**src/rtl/sb_tx_scheduler.sv**
```systemverilog
// Sideband message scheduler: queues LTSM requests and issues one beat per message to the SB transmitter.
// Push-to-beat latency 2 cycles; beats spaced PACE_CYCLES (2x after payload) so the transmitter buffer cannot overflow.
package SB_codex_pkg;
    typedef logic [7:0] SB_msg_t;
endpackage

module sb_tx_scheduler
    import SB_codex_pkg::*;
#(
    parameter int REQ_DEPTH   = 4,
    parameter int PACE_CYCLES = 12
) (
    input  logic                         clk_100MHz,
    input  logic                         reset,
    input  logic                         req_valid_i,
    output logic                         req_ready_o,
    input  SB_msg_t                      req_msg_i,
    input  logic                         req_has_data_i,
    input  logic [63:0]                  req_data_i,
    input  logic                         sb_enable_i,
    input  logic                         send_next_flag_i,
    output SB_msg_t                      SB_msg_o,
    output logic [63:0]                  dataBus_o,
    output logic                         valid_o,
    output logic                         enable_o,
    output logic [$clog2(REQ_DEPTH):0]   fifo_count_o,
    output logic                         busy_o
);

    localparam int AW = $clog2(REQ_DEPTH);
    localparam int CW = $clog2(2 * PACE_CYCLES);
    localparam logic [AW:0]   DEPTH_C     = (AW + 1)'(REQ_DEPTH);
    localparam logic [CW-1:0] PACE_SHORT  = CW'(PACE_CYCLES - 1);
    localparam logic [CW-1:0] PACE_LONG   = CW'(2 * PACE_CYCLES - 1);

    typedef enum logic [1:0] {S_IDLE, S_ISSUE, S_PACE} state_t;

    state_t          r_state;
    state_t          w_state_nxt;
    logic [CW-1:0]   r_pace_ctr;

    SB_msg_t         r_msg_mem  [REQ_DEPTH];
    logic            r_has_mem  [REQ_DEPTH];
    logic [63:0]     r_data_mem [REQ_DEPTH];
    logic [AW-1:0]   r_wr_ptr;
    logic [AW-1:0]   r_rd_ptr;
    logic [AW:0]     r_count;

    SB_msg_t         r_msg;
    logic [63:0]     r_data;
    logic            r_valid;
    logic            r_enable;

    logic            w_empty;
    logic            w_ready;
    logic            w_push;
    logic            w_slot;
    logic            w_fire;
    logic            w_head_has;

    assign w_empty    = (r_count == '0);
    assign w_ready    = (r_count < DEPTH_C);
    assign w_push     = req_valid_i && w_ready;
    assign w_head_has = r_has_mem[r_rd_ptr];

    // The last PACE cycle doubles as an issue slot so spacing is exactly the pace length.
    always_comb begin
        w_slot = 1'b0;
        w_fire = 1'b0;
        if (!w_empty) begin
            w_slot = (r_state == S_ISSUE) || ((r_state == S_PACE) && (r_pace_ctr == '0));
        end
        w_fire = w_slot && sb_enable_i && send_next_flag_i;
    end

    always_ff @(posedge clk_100MHz) begin
        if (reset) begin
            r_state <= S_IDLE;
        end else begin
            r_state <= w_state_nxt;
        end
    end

    always_comb begin
        w_state_nxt = r_state;
        unique case (r_state)
            S_IDLE: begin
                if (!w_empty) w_state_nxt = S_ISSUE;
            end
            S_ISSUE: begin
                if (w_fire) w_state_nxt = S_PACE;
            end
            S_PACE: begin
                if (r_pace_ctr == '0) begin
                    if (w_empty)      w_state_nxt = S_IDLE;
                    else if (w_fire)  w_state_nxt = S_PACE;
                    else              w_state_nxt = S_ISSUE;
                end
            end
            default: w_state_nxt = S_IDLE;
        endcase
    end

    always_ff @(posedge clk_100MHz) begin
        if (reset) begin
            r_pace_ctr <= '0;
        end else if (w_fire) begin
            r_pace_ctr <= w_head_has ? PACE_LONG : PACE_SHORT;
        end else if ((r_state == S_PACE) && (r_pace_ctr != '0)) begin
            r_pace_ctr <= r_pace_ctr - CW'(1);
        end
    end

    always_ff @(posedge clk_100MHz) begin
        if (reset) begin
            r_wr_ptr <= '0;
            r_rd_ptr <= '0;
            r_count  <= '0;
        end else begin
            if (w_push) r_wr_ptr <= r_wr_ptr + AW'(1);
            if (w_fire) r_rd_ptr <= r_rd_ptr + AW'(1);
            case ({w_push, w_fire})
                2'b10:   r_count <= r_count + (AW + 1)'(1);
                2'b01:   r_count <= r_count - (AW + 1)'(1);
                default: r_count <= r_count;
            endcase
        end
    end

    always_ff @(posedge clk_100MHz) begin
        if (w_push) begin
            r_msg_mem[r_wr_ptr]  <= req_msg_i;
            r_has_mem[r_wr_ptr]  <= req_has_data_i;
            r_data_mem[r_wr_ptr] <= req_data_i;
        end
    end

    always_ff @(posedge clk_100MHz) begin
        if (reset) begin
            r_valid  <= 1'b0;
            r_msg    <= '0;
            r_data   <= '0;
            r_enable <= 1'b0;
        end else begin
            r_valid  <= w_fire;
            r_enable <= sb_enable_i;
            if (w_fire) begin
                r_msg  <= r_msg_mem[r_rd_ptr];
                r_data <= w_head_has ? r_data_mem[r_rd_ptr] : 64'd0;
            end
        end
    end

    assign req_ready_o  = w_ready;
    assign SB_msg_o     = r_msg;
    assign dataBus_o    = r_data;
    assign valid_o      = r_valid;
    assign enable_o     = r_enable;
    assign fifo_count_o = r_count;
    assign busy_o       = (r_state != S_IDLE) || !w_empty;

endmodule

```
**config.mk**
```make
export PLATFORM = sky130hd
export DESIGN_NAME = sb_tx_scheduler
export DESIGN_NICKNAME = d
export VERILOG_FILES = /design/src/rtl/sb_tx_scheduler.sv
export SDC_FILE = /design/constraint.sdc
export NUM_CORES = 1
export LEC_CHECK = 0
export BUFFER_PORTS_ARGS = -buffer_cell sky130_fd_sc_hd__buf_2
export CAP_MARGIN = 5
export CORE_ASPECT_RATIO = 1.5
export CORE_UTILIZATION = 58
export DETAILED_ROUTE_END_ITERATION = 10
export PLACE_DENSITY_LB_ADDON = 0.15
export SYNTH_ARGS = -nofsm -noshare
export SYNTH_HDL_FRONTEND = slang
export SYNTH_SLANG_ARGS = --single-unit
```
**constraint.sdc**
```tcl
create_clock -name clk_100MHz -period 3.7 [get_ports clk_100MHz]
set_input_delay 0.37 -clock clk_100MHz [delete_from_list [all_inputs] [get_ports clk_100MHz]]
set_output_delay 0.37 -clock clk_100MHz [all_outputs]
set_load 0.01 [all_outputs]
```
==> impl_metrics.env, run 1 <==
export IMPL_power_frac_seq_pct=52.2
export IMPL_dr_pass1_iters=4
export IMPL_synth_top_family_by_area="multiplexers"
export IMPL_io_buffers=156
export IMPL_dpl_hpwl_um=15700
export IMPL_min_period_ns=2.71
export IMPL_clkPwrFrac_pct=40.6
export IMPL_met1_usage_pct=30.3
export IMPL_worst_pin_slew_ns=1.10
export IMPL_ios=157
export IMPL_design_core_area_sq_um=24300
export IMPL_hold_start="req_data_i[8]"
export IMPL_final_layout_size_suffix_gt1_share_pct=31.5
export IMPL_rows=70
export IMPL_wirelength_um=28800
export IMPL_post_cts_setup_buffer_count=0
export IMPL_criticalPathCategory="flop to flop"
export IMPL_ys_seq_elements=382
export IMPL_overflow=0
export IMPL_drc=0
export IMPL_ys_warn_count=0
export IMPL_synth_cell_type_count=38
export IMPL_grt_use_total_pct=23.9
export IMPL_switching_power_w=0.00199
export IMPL_skew_ns=0.0107
export IMPL_cts_tree="done"
export IMPL_synth_edff_count=292
export IMPL_cp_start_kind="flop"
export IMPL_fin_nets=1043
export IMPL_timing_hold_ws_ns=0.0758
export IMPL_final_hold_violation_count=0
export IMPL_clock_path_buffers=3
export IMPL_dieArea_sq_um=25300
export IMPL_finalSetupViolations=0
export IMPL_synth_fp_nets=905
export IMPL_switching_share_pct=21.3
export IMPL_pwr_share_comb_pct=7.1
export IMPL_met2_usage_pct=41.6
export IMPL_synthArstFlopShare_pct=0
export IMPL_worstPathRequired_ns=4.12
export IMPL_grt_busiest_layer="met2"
export IMPL_critical_path_max_fanout=8
export IMPL_peakVddDrop_uv=395
export IMPL_worstPathArrival_ns=3.13
export IMPL_ys_flop_type="edfxtp_1"
export IMPL_synth_compound_area_share_pct=6.01
export IMPL_drt_initial_drc_count=544
export IMPL_antenna_left=0
export IMPL_die_h_um=194
export IMPL_die_x_um=130
export IMPL_final_cell_mix="edfxtp_1, buf_2, dfxtp_1, a21oi_1, o21ai_0"
export IMPL_gp_congestion=0.693
export IMPL_outcome="completed"
export IMPL_ctsHoldBuffers=0
export IMPL_cts_buffers=35
export IMPL_synth_xor_area_share_pct=0.429
export IMPL_layout_commonest_cell="edfxtp_1"
export IMPL_postCtsResizedCells=0
export IMPL_met3_usage_pct=3.83
export IMPL_p_per_area_nw_per_um2=563
export IMPL_rr_startpoint="r_pace_ctr[0]$_SDFFE_PP0P_"
export IMPL_crit_start="r_pace_ctr[0]$_SDFFE_PP0P_"
export IMPL_htree_levels=2
export IMPL_first_global_vias=7925
export IMPL_finalCritPeriodShare_pct=73.1
export IMPL_synthCells=819
export IMPL_tns_ns=0
export IMPL_avgRoutedWirePerCell_um=22.0
export IMPL_internal_power_w=0.00733
export IMPL_clkSinkCount=382
export IMPL_ys_seq_area_share_pct=73.9
export IMPL_crit_path_end_kind="flop"
export IMPL_slew_violations=0
export IMPL_grt_pass1_wl_um=44500
export IMPL_area_growth_pct=15.7
export IMPL_grt_max_degree=91
export IMPL_vias=7837
export IMPL_clk_pin_slew_ns=0.06
export IMPL_grt_antenna_before_repair=3
export IMPL_synth_simple_area_share_pct=4.48
export IMPL_p_leak_nw=5.56
export IMPL_avgViaCountPerCell=5.99
export IMPL_holdCritPathClass="input pin to flop"
export IMPL_clk_latency_ns=0.50
export IMPL_synth_fa_ha_area_share_pct=0.753
export IMPL_muxShareOfSynthArea_pct=11.6
export IMPL_drv_cap=0
export IMPL_rsz0062_at_grt="no"
export IMPL_relSlewSlack_pct=26.7
export IMPL_fmax_mhz=370
export IMPL_root_buffer="clkbuf_16"
export IMPL_synth_avg_cell_area_sq_um=17.5
export IMPL_syn_area_sq_um=14300
export IMPL_start_util_pct=58.9
==> sequential cells by signal (all words and copies together) (netlist names), 2 cells and up, named ones only <==
| name | flops |
|---|---|
| fifo_count_o | 3 |
| r_wr_ptr | 2 |
| r_state | 2 |
| r_data_mem | 256 |
| r_msg_mem | 32 |
| r_pace_ctr | 5 |
| dataBus_o | 64 |
| r_has_mem | 4 |
| SB_msg_o | 8 |
| r_rd_ptr | 2 |
==> final cells by class <==
cell class                      count  area [sq um]
Inverter                           13          48.8
Fill cell                        1638          7710
Multi-Input combinational cell    358          3370
Antenna cell                        2          5.00
Clock buffer                       45           986
Tap cell                          324           405
Sequential cell                   382         10600
Clock inverter                     18           240
Timing Repair Buffer              167           916
==> power by group through the flow <==
| stage | Clock [W] | Combinational (W) | Sequential, W |
|---|---|---|---|
| 5_1_grt | 0.00398 | 0.000718 | 0.00488 |
| 2_1_floorplan | 0 | 0.000424 | 0.00496 |
| 6_report | 0.00378 | 0.000664 | 0.00486 |
| 3_5_place_dp | 0 | 0.000673 | 0.00496 |
| 3_3_place_gp | 0 | 0.000663 | 0.00495 |
| 4_1_cts | 0.00385 | 0.000675 | 0.00486 |
==> final timing paths <==
check | cells past startpoint | slack [ns] | to
setup reg to reg | 12 | 0.99 | fifo_count_o[2]$_SDFFE_PP0P_
setup / recovery | 12 | 0.99 | fifo_count_o[2]$_SDFFE_PP0P_
hold reg to reg | 2 | 0.47 | dataBus_o[47]$_SDFFE_PP0P_
hold / removal | 1 | 0.08 | r_data_mem[0][8]$_DFFE_PP_
==> critical path, stage by stage, from the launching register on <==
cell,delay (ns)
dfxtp_1,0.31
inv_1,0.11
ha_1,0.18
nor4b_4,0.30
a21o_4,0.17
nand2_1,0.18
inv_1,0.14
ha_1,0.19
inv_1,0.06
fa_1,0.38
xor2_1,0.16
or3_1,0.31
a21oi_1,0.13
==> stage by stage <==
stage          cells  setup WS [ns]  util (%)  power, W  area [sq um]
2_1_floorplan    819          0.805         -   0.00538         14300
3_3_place_gp    1244           1.13      63.1   0.00561         15300
3_5_place_dp    1244           1.02      63.1   0.00563         15300
4_1_cts         1307           1.00      68.2   0.00939         16500
5_1_grt         1309          0.795      68.2   0.00958         16500
6_report        1309          0.994      68.2   0.00931         16500
==> layer usage <==
layer / up-vias / share of wire [%]
met5: - / 0.045
met3: 50 / 4.7
li1: 3547 / -
met2: 209 / 53
met1: 4029 / 40
met4: 2 / 2.6
==> cell usage after synthesis (2+ instances only) <==
master	number	area, sq um
a211oi_1	3	22.5
a21oi_1	80	400
and2_1	4	25.0
buf_1	2	7.51
buf_2	15	75.1
buf_4	17	128
buf_6	3	33.8
clkbuf_1	28	105
dfxtp_1	90	1800
edfxtp_1	292	8770
ha_1	7	87.6
inv_1	13	48.8
mux4_2	73	1640
nand2_1	2	7.51
nand3_1	10	50.1
nand4_1	65	407
nor2_1	10	37.5
nor2b_1	3	18.8
nor3_1	3	15.0
o21ai_0	75	375
or3_1	2	12.5
xnor2_1	2	17.5
xor2_1	5	43.8
==> cells by family (layout without fill, tap and decap cells) <==
group / after synthesis / after routing
buffers and inverters: 79 / 243
AND/OR/NAND/NOR: 104 / 104
other: 0 / 2
AO/OA/AOI/OAI: 165 / 165
flip-flops: 382 / 382
XOR/XNOR: 7 / 7
multiplexers: 74 / 74
adder cells (fa/ha/maj): 8 / 8
No activity file was read; power rests on OpenSTA's default activity.
==> run 2: changes to the inputs <==
Clock period 3.7 ns to 2.5 ns, I/O delays scaled along.
==> impl_metrics.env, run 2 (synthesis results as in run 1) <==
export IMPL_first_global_vias=8666
export IMPL_start_util_pct=58.9
export IMPL_clock_path_buffers=3
export IMPL_die_h_um=194
export IMPL_drv_cap=0
export IMPL_design_core_area_sq_um=24300
export IMPL_holdCritPathClass="input pin to flop"
export IMPL_p_leak_nw=5.98
export IMPL_root_buffer="clkbuf_16"
export IMPL_ios=157
export IMPL_crit_chain="inv_2 -> ha_2 -> nor4b_4 -> a21o_2 -> nand2_1 -> inv_1 -> ha_2 -> inv_1 -> fa_1 -> xor2_1 -> or3_1 -> a21oi_2"
export IMPL_multiInputGateArea_sq_um=3360
export IMPL_grt_pass1_wl_um=46900
export IMPL_final_layout_size_suffix_gt1_share_pct=31.2
export IMPL_die_x_um=130
export IMPL_io_buffers=156
export IMPL_layout_commonest_cell="edfxtp_1"
export IMPL_worstPathRequired_ns=2.94
export IMPL_post_place_ws_ns=0.129
export IMPL_criticalPathCategory="flop to flop"
export IMPL_grt_antenna_before_repair=1
export IMPL_drt_initial_drc_count=515
export IMPL_cts_tree="done"
export IMPL_skew_ns=0.0172
export IMPL_worst_pin_slew_ns=0.997
export IMPL_tns_ns=0
export IMPL_slew_violations=0
export IMPL_final_cell_mix="edfxtp_1, buf_2, dfxtp_1, a21oi_1, o21ai_0"
export IMPL_avgRoutedWirePerCell_um=21.6
export IMPL_peakVddDrop_uv=552
export IMPL_clk_pin_slew_ns=0.07
export IMPL_total_power_w=0.0137
export IMPL_crit_path_end_kind="flop"
export IMPL_largest_register="r_data_mem"
export IMPL_grt_use_total_pct=24.9
export IMPL_dr_pass1_iters=6
export IMPL_fmax_mhz=423
export IMPL_regArea_sq_um=10600
export IMPL_fin_nets=1135
export IMPL_overflow=0
export IMPL_cp_start_kind="flop"
export IMPL_avgViaCountPerCell=5.91
export IMPL_p_per_area_nw_per_um2=786
export IMPL_vias=8273
export IMPL_worstPathArrival_ns=2.81
export IMPL_largest_reg_flops=256
export IMPL_htree_levels=2
export IMPL_area_growth_pct=22.3
export IMPL_gp_congestion=0.691
export IMPL_cpMaxStageDelayCell="fa_1"
export IMPL_min_period_ns=2.37
export IMPL_clkSinkCount=382
export IMPL_antenna_left=0
export IMPL_relSlewSlack_pct=33.5
export IMPL_drc=0
export IMPL_clk_latency_ns=0.51
export IMPL_rows=70
export IMPL_utilization_pct=72.1
export IMPL_finalSetupViolations=0
export IMPL_rsz0062_at_grt="no"
export IMPL_fillers=1544
export IMPL_outcome="completed"
export IMPL_dpl_hpwl_um=16100
export IMPL_max_stage_delay_ns=0.37
export IMPL_critical_path_max_fanout=3
export IMPL_fin_ws_ns=0.135
export IMPL_dieArea_sq_um=25300
export IMPL_wirelength_um=30200
export IMPL_grt_max_degree=76
export IMPL_finalCritPeriodShare_pct=94.6
export IMPL_final_hold_violation_count=0
export IMPL_cts_buffers=35
## run 2: changes by cell type in the layout (fill, tap and decap cells not counted), sizes merged
cell         previous run  this run
buf                   167       186
bufinv                  6         3
clkbuf                 45        49
clkinvlp                2         1
diode                   2         1
dlygate4sd3             0        73
## run 2: layout make-up
cell class              instances  share of cell area [%]
repair buffers                259                    10.9
multi-input cells             358                    19.2
diodes                          1                  0.0143
flip-flops and latches        382                    60.5
inverters                      13                   0.279
clock buffers                  49                    5.90
well taps                     324                    2.32
clock inverters                14                   0.830
## run 2: final timing paths
path                                   to  slack [ns]  depth (start not counted)                       start
min reg2reg    dataBus_o[31]$_SDFFE_PP0P_        0.47                          2  dataBus_o[31]$_SDFFE_PP0P_
min                   enable_o$_SDFF_PP0_        0.02                          2                 sb_enable_i
max          fifo_count_o[2]$_SDFFE_PP0P_        0.13                         12  r_pace_ctr[0]$_SDFFE_PP0P_
max reg2reg  fifo_count_o[2]$_SDFFE_PP0P_        0.13                         12  r_pace_ctr[0]$_SDFFE_PP0P_
## run 2: repair_timing
action,in CTS,in global routing
hold endpoints to repair,292,0
hold buffers,73,0
setup endpoints to repair,0,1
resized for setup,0,5
setup buffers,0,2
## run 2: report_power, final
| group | total, W | internal (W) | switching [W] |
|---|---|---|---|
| combinational | 0.00116 | 0.000450 | 0.000708 |
| sequential | 0.00720 | 0.00712 | 0.0000819 |
| clock | 0.00538 | 0.00319 | 0.00219 |
## run 2: through the flow
| stage | hold WS (ns) | cells | cell area, sq um |
|---|---|---|---|
| floorplan | 0.349 | 819 | 14300 |
| global placement | 0.457 | 1261 | 15600 |
| detailed placement | 0.463 | 1261 | 15600 |
| CTS | 0.0166 | 1397 | 17500 |
| global route | 0.0372 | 1400 | 17500 |
| finish | 0.0212 | 1400 | 17500 |
## run 2: layer usage
layer / routed length (um) / track usage (%) / vias up / share of wire, %
li1: - / - / 3741 / -
met1: 12000 / 32.2 / 4194 / 40
met2: 15700 / 43.1 / 285 / 52
met3: 1760 / 3.58 / 53 / 5.8
met4: 732 / 8.31 / 0 / 2.4
met5: 0 / 0 / - / 0
## run 2: critical path, delay by kind of cell (launching register included)
kind / cells / cell delay [ns]
and+or+nand+nor: 3 / 0.59
DFF: 1 / 0.32
buffers and inverters: 3 / 0.21
xor gates and xnor gates: 1 / 0.16
AOI/OAI and AO/OA: 2 / 0.30
adders and majority gates: 3 / 0.72
==> run 3: changes to the inputs <==
Settings changed: CORE_MARGIN set to 2.
==> impl_metrics.env, run 3 (synthesis results as in run 1) <==
export IMPL_grt_max_degree=77
export IMPL_switching_power_w=0.00294
export IMPL_clkSinkCount=382
export IMPL_grt_pass1_wl_um=47200
export IMPL_crit_path_end_kind="flop"
export IMPL_max_stage_delay_ns=0.33
export IMPL_path_buf_inv=3
export IMPL_wl_met2_um=16100
export IMPL_area_growth_pct=21.8
export IMPL_top_layer="met4"
export IMPL_worst_pin_slew_ns=0.985
export IMPL_rsz0062_at_grt="no"
export IMPL_cts_buffers=36
export IMPL_fmax_mhz=429
export IMPL_htree_levels=2
export IMPL_min_period_ns=2.33
export IMPL_antenna_left=0
export IMPL_final_cell_mix="edfxtp_1, buf_2, dfxtp_1, a21oi_1, o21ai_0"
export IMPL_cpMaxStageDelayCell="fa_2"
export IMPL_holdCritPathClass="input pin to flop"
export IMPL_die_h_um=196
export IMPL_fillers=1638
export IMPL_final_hold_violation_count=0
export IMPL_tns_ns=0
export IMPL_worstPathRequired_ns=2.93
export IMPL_start_util_pct=58.7
export IMPL_io_buffers=156
export IMPL_dpl_hpwl_um=16000
export IMPL_gp_congestion=0.733
export IMPL_multiInputGateArea_sq_um=3370
export IMPL_cts_tree="done"
export IMPL_root_buffer="clkbuf_16"
export IMPL_final_layout_size_suffix_gt1_share_pct=30.9
export IMPL_grt_antenna_before_repair=1
export IMPL_avgRoutedWirePerCell_um=21.5
export IMPL_layout_commonest_cell="edfxtp_1"
export IMPL_cp_start_kind="flop"
export IMPL_clk_latency_ns=0.51
export IMPL_timing_hold_ws_ns=0.0227
export IMPL_drv_cap=0
export IMPL_crit_family="adder cells"
export IMPL_design_core_area_sq_um=24300
export IMPL_finalSetupViolations=0
export IMPL_drc=0
export IMPL_relSlewSlack_pct=34.3
export IMPL_fin_nets=1136
export IMPL_clk_pin_slew_ns=0.06
export IMPL_pwr_share_comb_pct=8.4
export IMPL_clock_path_buffers=3
export IMPL_dieArea_sq_um=25900
export IMPL_clkPwrFrac_pct=38.5
export IMPL_finalCritPeriodShare_pct=93.2
export IMPL_switching_share_pct=21.7
export IMPL_criticalPathCategory="flop to flop"
export IMPL_worstPathArrival_ns=2.76
export IMPL_drt_initial_drc_count=612
export IMPL_peakVddDrop_uv=680
export IMPL_skew_ns=0.0160
export IMPL_die_x_um=132
export IMPL_grt_use_total_pct=23.6
export IMPL_rows=70
export IMPL_p_leak_nw=5.94
export IMPL_wirelength_met1_um=11900
export IMPL_critical_path_max_fanout=3
export IMPL_crit_chain="inv_2 -> ha_2 -> nor4b_4 -> a21o_4 -> nand2_1 -> inv_2 -> ha_2 -> inv_1 -> fa_2 -> xor2_1 -> or3_1 -> a21oi_2"
export IMPL_ios=157
export IMPL_internal_power_w=0.0106
export IMPL_slew_violations=0
export IMPL_p_per_area_nw_per_um2=779
export IMPL_first_global_vias=8688
export IMPL_largest_reg_flops=256
export IMPL_avgViaCountPerCell=5.89
export IMPL_wl_met3_um=1580
export IMPL_overflow=0
export IMPL_power_frac_seq_pct=53.1
export IMPL_wirelength_um=30200
export IMPL_dr_pass1_iters=5
export IMPL_vias=8246
export IMPL_outcome="completed"
export IMPL_regArea_sq_um=10600
export IMPL_largest_register="r_data_mem"
run 3: area by class of cell:
type                    instances  area share, %
clock inverters                11          0.431
clock buffers                  53           6.13
inverters                      13          0.280
multi-input cells             358           19.4
well taps                     324           2.33
repair buffers                259           10.7
flip-flops and latches        382           60.7
diodes                          1         0.0144
run 3: final timing paths:
kind,from,end,slack (ns),cells after the start
max,r_pace_ctr[0]$_SDFFE_PP0P_,fifo_count_o[2]$_SDFFE_PP0P_,0.17,12
min,sb_enable_i,enable_o$_SDFF_PP0_,0.02,2
max reg2reg,r_pace_ctr[0]$_SDFFE_PP0P_,fifo_count_o[2]$_SDFFE_PP0P_,0.17,12
min reg2reg,dataBus_o[56]$_SDFFE_PP0P_,dataBus_o[56]$_SDFFE_PP0P_,0.47,2
run 3: power groups by stage:
stage | combinational [W] | sequential (W) | clock, W
2_1_floorplan | 0.000629 | 0.00733 | 0
3_5_place_dp | 0.00104 | 0.00734 | 0
5_1_grt | 0.00122 | 0.00722 | 0.00555
3_3_place_gp | 0.00103 | 0.00732 | 0
6_report | 0.00113 | 0.00720 | 0.00522
4_1_cts | 0.00114 | 0.00720 | 0.00531
run 3: what timing repair did:
item	CTS	global route
setup buffers	0	2
resized for setup	0	7
setup endpoints to repair	0	1
endpoints found under the hold margin	292	0
hold buffers	73	0
run 3: metrics by stage:
stage	power (W)	area, sq um	setup slack, ns	std cells	utilization, %
6_report	0.0136	17400	0.171	1401	71.5
5_1_grt	0.0140	17400	0.0277	1401	71.5
4_1_cts	0.0137	17400	0.0421	1398	71.4
3_5_place_dp	0.00838	15500	0.0730	1261	63.7
3_3_place_gp	0.00835	15500	0.166	1261	63.7
2_1_floorplan	0.00796	14300	0.110	819	-
run 3: routing by layer:
layer	up-vias	global-route usage [%]
met2	262	42.4
met5	-	0
li1	3740	-
met3	43	3.88
met1	4201	29.7
met4	0	7.29
